===== src/rtl/carry_select_subtractor_16bit_pipe.sv =====
// Two-stage pipelined subtractor diff = a - b - bin built from carry-select blocks.
// The low half resolves in stage 1; the high half resolves in stage 2 from the registered carry.
module carry_select_subtractor_16bit_pipe #(
    parameter int WIDTH = 16,
    parameter int BLOCK = 4,
    parameter int SPLIT = 8
) (
    input  logic             clk,
    input  logic             rst,
    input  logic [WIDTH-1:0] a,
    input  logic [WIDTH-1:0] b,
    input  logic             bin,
    input  logic             in_valid,
    output logic             in_ready,
    output logic [WIDTH-1:0] diff,
    output logic             bout,
    output logic             ovf,
    output logic             out_valid,
    input  logic             out_ready
);

    localparam int HI_W = WIDTH - SPLIT;
    localparam int LO_N = SPLIT / BLOCK;
    localparam int HI_N = HI_W / BLOCK;

    logic             s1_valid;
    logic [SPLIT-1:0] s1_lo;
    logic             s1_c;
    logic [HI_W-1:0]  s1_a_hi;
    logic [HI_W-1:0]  s1_nb_hi;
    logic             s1_a_msb;
    logic             s1_b_msb;

    logic             s2_adv;
    logic [SPLIT-1:0] nb_lo;
    logic [SPLIT-1:0] lo_sum;
    logic             lo_cout;
    logic [HI_W-1:0]  hi_sum;
    logic             hi_cout;
    logic             ovf_next;

    logic [BLOCK:0] lo_s0 [LO_N];
    logic [BLOCK:0] lo_s1 [LO_N];
    logic [BLOCK:0] hi_s0 [HI_N];
    logic [BLOCK:0] hi_s1 [HI_N];

    assign s2_adv   = ~out_valid | out_ready;
    assign in_ready = ~s1_valid | s2_adv;
    assign nb_lo    = ~b[SPLIT-1:0];

    // Both carry-in candidates per block are formed independently of the incoming carry.
    for (genvar k = 0; k < LO_N; k++) begin : g_lo
        assign lo_s0[k] = {1'b0, a[k*BLOCK +: BLOCK]} + {1'b0, nb_lo[k*BLOCK +: BLOCK]};
        assign lo_s1[k] = {1'b0, a[k*BLOCK +: BLOCK]} + {1'b0, nb_lo[k*BLOCK +: BLOCK]}
                          + {{BLOCK{1'b0}}, 1'b1};
    end

    for (genvar k = 0; k < HI_N; k++) begin : g_hi
        assign hi_s0[k] = {1'b0, s1_a_hi[k*BLOCK +: BLOCK]} + {1'b0, s1_nb_hi[k*BLOCK +: BLOCK]};
        assign hi_s1[k] = {1'b0, s1_a_hi[k*BLOCK +: BLOCK]} + {1'b0, s1_nb_hi[k*BLOCK +: BLOCK]}
                          + {{BLOCK{1'b0}}, 1'b1};
    end

    always_comb begin
        logic c;
        c      = ~bin;
        lo_sum = '0;
        for (int k = 0; k < LO_N; k++) begin
            lo_sum[k*BLOCK +: BLOCK] = c ? lo_s1[k][BLOCK-1:0] : lo_s0[k][BLOCK-1:0];
            c = c ? lo_s1[k][BLOCK] : lo_s0[k][BLOCK];
        end
        lo_cout = c;
    end

    always_comb begin
        logic c;
        c      = s1_c;
        hi_sum = '0;
        for (int k = 0; k < HI_N; k++) begin
            hi_sum[k*BLOCK +: BLOCK] = c ? hi_s1[k][BLOCK-1:0] : hi_s0[k][BLOCK-1:0];
            c = c ? hi_s1[k][BLOCK] : hi_s0[k][BLOCK];
        end
        hi_cout = c;
    end

    assign ovf_next = (s1_a_msb != s1_b_msb) && (hi_sum[HI_W-1] != s1_a_msb);

    // Data registers only move with valid data so outputs stay quiet across bubbles.
    always_ff @(posedge clk) begin
        if (rst) begin
            s1_valid  <= 1'b0;
            s1_lo     <= '0;
            s1_c      <= 1'b0;
            s1_a_hi   <= '0;
            s1_nb_hi  <= '0;
            s1_a_msb  <= 1'b0;
            s1_b_msb  <= 1'b0;
            out_valid <= 1'b0;
            diff      <= '0;
            bout      <= 1'b0;
            ovf       <= 1'b0;
        end else begin
            if (in_ready) begin
                s1_valid <= in_valid;
                if (in_valid) begin
                    s1_lo    <= lo_sum;
                    s1_c     <= lo_cout;
                    s1_a_hi  <= a[WIDTH-1:SPLIT];
                    s1_nb_hi <= ~b[WIDTH-1:SPLIT];
                    s1_a_msb <= a[WIDTH-1];
                    s1_b_msb <= b[WIDTH-1];
                end
            end
            if (s2_adv) begin
                out_valid <= s1_valid;
                if (s1_valid) begin
                    diff <= {hi_sum, s1_lo};
                    bout <= ~hi_cout;
                    ovf  <= ovf_next;
                end
            end
        end
    end

endmodule

===== config.mk =====
export PLATFORM = sky130hd
export DESIGN_NAME = carry_select_subtractor_16bit_pipe
export DESIGN_NICKNAME = d
export VERILOG_FILES = /design/src/rtl/carry_select_subtractor_16bit_pipe.sv
export SDC_FILE = /design/constraint.sdc
export NUM_CORES = 1
export LEC_CHECK = 0
export BUFFER_PORTS_ARGS = -buffer_cell sky130_fd_sc_hd__buf_4
export CAP_MARGIN = 5
export CORE_ASPECT_RATIO = 0.7
export CORE_MARGIN = 3
export CORE_UTILIZATION = 48
export DETAILED_ROUTE_END_ITERATION = 16
export PLACE_DENSITY = 0.82
export SLEW_MARGIN = 30
export SYNTH_ARGS = -nofsm -noshare
export SYNTH_HDL_FRONTEND = slang
export SYNTH_SLANG_ARGS = --single-unit
export TNS_END_PERCENT = 30

===== constraint.sdc =====
create_clock -name clk -period 8 [get_ports clk]
set_input_delay 1.6 -clock clk [delete_from_list [all_inputs] [get_ports clk]]
set_output_delay 1.6 -clock clk [all_outputs]
set_load 0.02 [all_outputs]

---- Word level (Yosys, flattened, before mapping) ----
Index checks and enable logic that the tools add are counted.
storage, ports and cells
  bits in registers ....................... 47
  input port bits ......................... 37
  output and inout bits ................... 20
operators by class
  bitwise gates (word level) .............. 7
  equality and inequality tests ........... 2
  muxes and demuxes ....................... 8
  reductions and logical operators ........ 3
  $add $sub $neg .......................... 8
operators by type and width
  operator             count
  $add 4x4->5          4
  $add 5x1->5 const B  4
  $mux 4               4
  $not 8->8            2
  $mux 1               4
  $reduce_and 2->1     2
  $not 1->1            3
  $ne 1x1->1           2
  $or 1x1->1           2
  $logic_and 1x1->1    1

---- Longest topological paths before layout ----
Gate-level depths: netlist (run 1).
  word-level depth ........................ 6
  depth in mapped cells ................... 13
  depth with buffers taken out ............ 13

---- Worst setup path after synthesis (run 1) ----
Ideal clock, no wire load.
  path kind ............................... in2reg
  start ................................... in b[0]
  end ..................................... reg s1_lo[6]
  buffers on the path ..................... 0
  arrival time ............................ 3.901 ns
  slack ................................... 4.013 ns
  data required time ...................... 7.914 ns
  stages .................................. 13
  setup time .............................. 0.086 ns
  cell sequence ........................... inv_1 -> ha_1 -> inv_1 -> fa_1 -> inv_1 -> ha_1 -> nor2b_1 -> maj3_1 -> a211o_1 -> o221ai_2 -> nor2_1 -> xor2_1 -> a211oi_1
on the way
  word-level cells in the longest chain between the ends .. 5
ends and longest elaborated chain
  what                  line    RTL
  start, declared       11      input logic [WIDTH-1:0] b,
  $not 8->8 (*)         49      assign nb_lo = ~b[SPLIT-1:0];
  $add 4x4->5 (*)       53, 54
  $add 5x1->5           55      + {{BLOCK{1'b0}}, 1'b1};
  $mux 1 (*)            70      c = c ? lo_s1[k][BLOCK] : lo_s0[k][BLOCK];
  $mux 4 (*)            69      lo_sum[k*BLOCK +: BLOCK] = c ? lo_s1[k][BLOCK-1:0] : lo_s0[k][BLOCK-1:0];
  end signal, assigned  106     s1_lo <= lo_sum;
  end, declared         27      logic [SPLIT-1:0] s1_lo;
Every way passes the cells marked *; elsewhere a longest branch is shown, timed or not.
A chain may end at the register's enable or synchronous reset.

---- Final worst setup path (run 1) ----
Same ends and word-level chain as after synthesis.

==> metrics.yaml, run 1 <==
outcome:
  outcome: "complete, no violations"
clocking:
  ctsResizeCount: 0
  path_clk_slew_ns: 0.09
  cts_max_level: 2
  cts_buffers: 5
  cts_hold_buffers: 0
  root_buffer: "clkbuf_8"
  insertion_delay_ns: 0.30
  cts_tree: "yes"
  cts_buffer_depth: 2
  cts_sinks: 46
  post_cts_buffers: 0
synthesis:
  synth_area_leader_cell: "dfxtp_1"
  synth_common_cells: "nand2_1, dfxtp_1, nor2_1, a21oi_1"
  seq_area_frac_synth_pct: 35.32
  yosysMostFrequentCell: "nand2_1"
  ys.warnings.count: 0
  synth_area_leaders: "dfxtp_1, ha_1, nand2_1, a211oi_1, a21oi_1"
  syn_area_per_cell_um2: 8.439
  syn_nets: 370
  synth_cells: 309
  ys_types: 45
  async_flop_share_pct: 0
  synth_enable_flop_cells: 0
  syn_area_um2: 2608
  ys_seq_elements: 46
  synth_top_area_share_pct: 35.32
  yosys_most_used_dff: "dfxtp_1"
pwr:
  power_frac_seq_pct: 48.3
  internal_power_mw: 0.3688
  clock_power_share_pct: 26.3
  leakage_nw: 1.415
  power_density_nw_per_um2: 169.5
  p_sw_mw: 0.1607
  total_power_mw: 0.5295
  pwr-share-comb_pct: 25.4
  switching_share_pct: 30.35
  ir_drop_mv: 0.07810
worst_setup_path:
  critPathSlowestCell: "fa_1"
  critPathMaxFanout: 6
  worstPathRequired_ns: 8.22
  crit_family: "adder cells"
  path_cells: "buf_4, inv_1, ha_1, inv_1, fa_1, inv_1, ha_1, nor2b_1, maj3_1, a211o_1, o221ai_2, nor2_1, xor2_1, a211oi_1"
  setup.worst_path.start_class: "input pin"
  cpPeakStageDelay_ns: 0.50
  critPathArrivalTime_ns: 4.17
  crit_top_cell: "inv_1"
  path_class: "in2reg"
  crit_buf_inv: 4
  worst_setup_path_end_kind: "flip-flop"
routing:
  viasPerCell: 5.210
  num_vias: 2230
  drtIter0Drc: 152
  postRouteAntennaNets: 0
  post-route-drc-count: 0
  wl_per_cell_um: 13.13
  drt_first_pass_iters: 4
  routed_wl_um: 5618
floorplanning:
  dieArea_um2: 6367
  die_w_um: 94.10
  fp.dieH_um: 67.67
  initial_core_util_pct: 51.96
  rows: 21
  ios: 57
  core_area_um2: 5019
timing:
  maxSlewViolCount: 0
  fin_crit_sh_pct: 49.34
  worst_slack_ns: 4.053
  slew_headroom_pct: 56.97
  skew_ns: 0.01057
  rsz0062_at_grt: "false"
  worstMarginPinSlew_ns: 0.6441
  fmax_mhz: 253.3
  hold_viol: 0
  fin_setup_tns_ns: 0
  finalSetupViolations: 0
  finalCriticalPeriod_ns: 3.947
placement:
  dp_hpwl_um: 4219
  placed_cell_area_um2: 3038
  dp_cells: 420
  port_buffers: 56
  gp_congestion: 0.8926
  pre_cts_slack_ns: 3.741
run:
  max_cap_viol_count: 0
cells_and_area:
  drive_gt1_share_pct: 20.06
  fin_area_um2: 3124
  nets: 419
  multi_input_area_um2: 1520
  seq_area_um2: 920.9
  antennaDiodeCount: 0
  fill_cells: 442
  area_delta_synth_final_pct: 19.82
  layout.cells.non_filler: 428
min_path:
  hold_class: "reg2reg"
global_route:
  grt_max_degree: 48
  antenna_found_initial: 0
  grtUsageMet1_pct: 25.12
  grt_use_met2_pct: 28.82
  grt_pass1_wl_um: 9335
  grt_util_all_layers_pct: 18.46
  grt.busiest_layer: "met2"
  grt_use_met3_pct: 4.343
  grt_overflow: 0
  first_global_vias: 2095
==> worst reg2reg max path: cells and delay by family (launching register included) <==
kind / cells / cell delay (ns)
adders and majority gates: 3 / 0.92
AOI/OAI and AO/OA: 3 / 0.61
and+or+nand+nor: 4 / 1.04
DFF: 1 / 0.32
==> through the flow <==
step                hold WS, ns  utilization (%)
finish                   0.4605            62.25
global route             0.4802            62.25
CTS                      0.4597            62.25
detailed placement       0.4475            60.53
global placement         0.4431            60.53
floorplan                0.4321                -
==> state kept, by name (all words and copies together), names as in the netlist <==
| signal | count |
|---|---|
| diff | 16 |
| s1_a_hi | 8 |
| s1_lo | 8 |
| s1_nb_hi | 8 |
| bout | 1 |
| out_valid | 1 |
| ovf | 1 |
| s1_b_msb | 1 |
| s1_c | 1 |
| s1_valid | 1 |
==> kinds of logic after synthesis <==
family | Yosys count | synth area share (%)
AND/OR/NAND/NOR | 106 | 17.42
AO/OA/AOI/OAI | 70 | 18.47
flip-flops | 46 | 35.32
buffers and inverters | 36 | 6.382
adder cells (fa/ha/maj) | 25 | 13.05
XOR/XNOR | 21 | 7.342
multiplexers | 5 | 2.015
==> cells in the final DEF (no fill, tap or decap), types with 2 or more instances in the layout <==
cell and count:
xnor2_1 15, fa_1 4, nand3b_1 2, and3_1 2
nand3_1 3, nor4_1 3, nor2b_1 3, xor2_1 5
inv_1 20, a21oi_1 29, a211oi_1 20, a21o_1 8
buf_4 58, nand4_1 2, dfxtp_1 46, mux2i_1 3
clkbuf_8 5, nand2b_1 2, nor2_1 35, mux2_2 2
ha_1 20, nand2_1 49
==> metal layers <==
layer  vias up  part of all wire, %  routed length [um]
met5         -                    0                   0
met4         0                  1.0                  57
met3         7                  6.2                 349
met2        75                   46                2561
met1      1002                   47                2649
li1       1146                    -                   -
==> path summary, 6_finish.rpt <==
check             startpoint        to  slack [ns]  cells after the start
setup / recovery        b[0]  s1_lo[6]        4.05                     14
hold / removal      s1_lo[4]   diff[4]        0.46                      2
setup reg to reg  s1_a_hi[0]       ovf        5.01                     10
hold reg to reg     s1_lo[4]   diff[4]        0.46                      2
==> area by class of cell <==
cell class | count | area share (%)
clock buffer | 6 | 2.323
clock inverter | 2 | 0.4405
inverter | 20 | 2.403
multi-input combinational | 227 | 48.66
sequential | 46 | 29.48
tap | 69 | 2.763
timing repair buffer | 58 | 13.94
==> power by group through the flow <==
stage          Sequential, mW  Clock (mW)  Combinational (mW)
6_report                0.256       0.140               0.134
3_3_place_gp            0.260           0               0.130
2_1_floorplan           0.265           0              0.0894
3_5_place_dp            0.261           0               0.135
5_1_grt                 0.258       0.150               0.151
4_1_cts                 0.256       0.142               0.135
No activity file was read; power rests on OpenSTA's default activity.
==> inputs of run 2 (changes only) <==
- ABC_AREA: not set -> 1
- clock period: 8 -> 3.8 ns (I/O delays scaled with it)
==> run 2 against run 1 <==
Net effect:
- first-iteration DRC count fell by 0.66%
- synthesized cell count rose by 15%
- clock skew fell by 0.0042 ns
- critical path depth rose by 1
- flip-flop and latch count did not move
- global-route usage rose by 1.7 points
- wire length rose by 7.9%
- via count rose by 9.4%
==> metrics.yaml, run 2 <==
clocking:
  cts_hold_buffers: 0  # unchanged
  ctsResizeCount: 0  # unchanged
  cts_max_level: 2  # unchanged
  cts_sinks: 46  # unchanged
  insertion_delay_ns: 0.30  # about the same
  root_buffer: "clkbuf_8"
  path_clk_slew_ns: 0.08  # about the same
  cts_tree: "yes"
  post_cts_buffers: 0  # unchanged
  cts_buffer_depth: 2  # unchanged
  cts_buffers: 5  # unchanged
min_path:
  min-delay-start: "s1_lo[0]"
  hold_depth: 2  # unchanged
  hold_class: "reg2reg"
  holdPathEnd: "s1_lo[0]"
global_route:
  first_global_vias: 2274  # +8.5%
  grt_overflow: 0  # unchanged
  antenna_found_initial: 0  # unchanged
  grt_max_degree: 34  # -29%
  grt_pass1_wl_um: 10230  # +9.5%
  grt_util_all_layers_pct: 20.16  # +1.7 points
floorplanning:
  dieArea_um2: 6446  # +1.2%
  rows: 21  # unchanged
  fp.dieH_um: 68.08  # +0.61%
  initial_core_util_pct: 52.38  # +0.42 points
  core_area_um2: 5045  # +0.52%
  ios: 57  # unchanged
  die_w_um: 94.69  # +0.63%
timing:
  hold_viol: 0  # unchanged
  slew_headroom_pct: 43.33  # -14 points
  fin_setup_tns_ns: 0  # unchanged
  finalCriticalPeriod_ns: 2.491
  finalSetupViolations: 0  # unchanged
  maxSlewViolCount: 0  # unchanged
  worstMarginPinSlew_ns: 0.8491  # +0.2050 ns
  rsz0062_at_grt: "false"
  skew_ns: 0.006322  # -0.004248 ns
  fmax_mhz: 401.4
  fin_crit_sh_pct: 65.56
synthesis:
  synth_area_leader_cell: "dfxtp_1"
  seq_area_frac_synth_pct: 34.85  # -0.47 points
  ys_types: 33  # -27%
  synth_common_cells: "nand2_1, inv_1, dfxtp_1, nor2_1, o21ai_0"
  syn_area_um2: 2643  # +1.3%
  ys.warnings.count: 0  # unchanged
  syn_nets: 415  # +12%
  async_flop_share_pct: 0  # unchanged
  yosysMostFrequentCell: "nand2_1"
  synth_cells: 354  # +15%
  synth_area_leaders: "dfxtp_1, ha_1, nand2_1, inv_1, o21ai_0"
  syn_area_per_cell_um2: 7.465  # -12%
  synth_enable_flop_cells: 0  # unchanged
  yosys_most_used_dff: "dfxtp_1"
  ys_seq_elements: 46  # unchanged
  synth_top_area_share_pct: 34.85  # -0.47 points
run:
  max_cap_viol_count: 0  # unchanged
pwr:
  total_power_mw: 1.190  # +120%
  power_density_nw_per_um2: 371.7  # +120%
  leakage_nw: 1.623  # +15%
  ir_drop_mv: 0.2061  # +160%
cells_and_area:
  final_common_cell: "buf_4"
  drive_gt1_share_pct: 19.85  # -0.20 points
  antennaDiodeCount: 0  # unchanged
  top_register: "diff"
  largest_register_ffs: 16  # unchanged
  layout_common_cells: "buf_4, nand2_1, inv_1, dfxtp_1, nor2_1"
  layout.cells.non_filler: 477  # +11%
  area_delta_synth_final_pct: 21.16
  nets: 468  # +12%
routing:
  viasPerCell: 5.113  # -1.9%
  num_vias: 2439  # +9.4%
  postRouteAntennaNets: 0  # unchanged
  post-route-drc-count: 0  # unchanged
  wl_per_cell_um: 12.71  # -3.1%
  drtIter0Drc: 151  # -0.66%
  drt_first_pass_iters: 4  # unchanged
  routed_wl_um: 6064  # +7.9%
worst_setup_path:
  setup.worst_path.start_class: "input pin"
  r2r-start: "s1_a_hi[0]"
  r2r_slack_ns: 1.45  # -3.56 ns
  path_cells: "buf_4, inv_1, ha_1, inv_1, fa_1, inv_1, ha_1, inv_1, nor3_2, a21o_4, nand2_4, nand2_1, nand3_1, nand2_1, inv_1"
  critPathMaxFanout: 6  # unchanged
  worst_setup_path_end_kind: "flip-flop"
  reg2reg_depth: 13  # +3
  crit_buf_inv: 6  # +2
  critPathArrivalTime_ns: 2.69  # -1.48 ns
  worstPathRequired_ns: 4.00  # -4.22 ns
  path_class: "in2reg"
  crit_family: "adder cells"
  critPathSlowestCell: "fa_1"
  r2r-end: "ovf"
  cpPeakStageDelay_ns: 0.42  # -0.08 ns
  crit_top_cell: "inv_1"
outcome:
  outcome: "complete, no violations"
placement:
  dp_hpwl_um: 4546  # +7.8%
  dp_cells: 469  # +12%
  port_buffers: 56  # unchanged
  gp_congestion: 0.8292  # -7.1%
==> run 2: cell types whose count changed in the layout (fill, tap and decap cells not counted), moves of 4 or more <==
cell / before / now
nand3_1: 3 / 25
nand2_2: 0 / 6
a21o_1: 8 / 0
a211oi_1: 20 / 0
inv_1: 20 / 52
o21ai_0: 1 / 32
o211ai_1: 0 / 4
nand2_1: 49 / 53
xnor2_1: 15 / 5
==> run 2: worst max-delay path by stage <==
stage,startpoint,end,slack (ns),cells past startpoint
finish,b[0],s1_lo[4],1.31,15
global placement,b[0],s1_lo[5],1.08,15
global route,b[0],s1_lo[4],1.09,15
detailed placement,b[0],s1_lo[5],1.02,15
CTS,b[0],s1_lo[5],1.31,15
floorplan,b[0],s1_lo[7],1.27,14
==> run 2: layout make-up <==
cell class | instances | area (um^2)
Clock inverter | 1 | 5.005
Fill cell | 457 | 1843
Timing Repair Buffer | 57 | 427.9
Inverter | 54 | 202.7
Sequential cell | 46 | 920.9
Clock buffer | 7 | 86.33
Multi-Input combinational cell | 243 | 1473
Tap cell | 69 | 86.33
==> run 2: routing by layer <==
| layer | track usage, % | up-vias | part of all wire (%) |
|---|---|---|---|
| met4 | 2.878 | 0 | 0.84 |
| met2 | 34.42 | 69 | 47 |
| met3 | 4.945 | 6 | 6.2 |
| met1 | 26.65 | 1113 | 46 |
| li1 | - | 1251 | - |
| met5 | 0 | - | 0 |
==> run 2: kinds of logic (layout without fill, tap and decap cells) <==
| family | count (synthesis) | in the layout | synth area share, % |
|---|---|---|---|
| flops | 46 | 46 | 34.85 |
| simple gates | 129 | 129 | 21.64 |
| compound gates | 76 | 76 | 15.96 |
| fa+ha+maj | 24 | 24 | 12.50 |
| xor+xnor | 14 | 14 | 5.635 |
| buf+inv | 65 | 119 | 9.422 |
==> run 2: tightest hold or removal path, delay by kind of cell, from the launching register on <==
kind	cells	cell delay [ns]
flops	1	0.31
buf+inv	1	0.06
compound gates	1	0.05
==> run 2: power by group <==
part,internal [mW],switching [mW]
Clock,0.147,0.161
Sequential,0.521,0.0227
Combinational,0.141,0.197
Total,0.809,0.381
==> run 2: metrics by stage <==
step | worst slack, ns | cell area (um^2) | utilization, % | hold slack, ns
finish | 1.309 | 3202 | 63.47 | 0.4612
global route | 1.085 | 3202 | 63.47 | 0.4812
floorplan | 1.274 | 2643 | - | 0.4297
global placement | 1.076 | 3110 | 61.66 | 0.4367
CTS | 1.311 | 3202 | 63.47 | 0.4591
detailed placement | 1.016 | 3110 | 61.66 | 0.4473
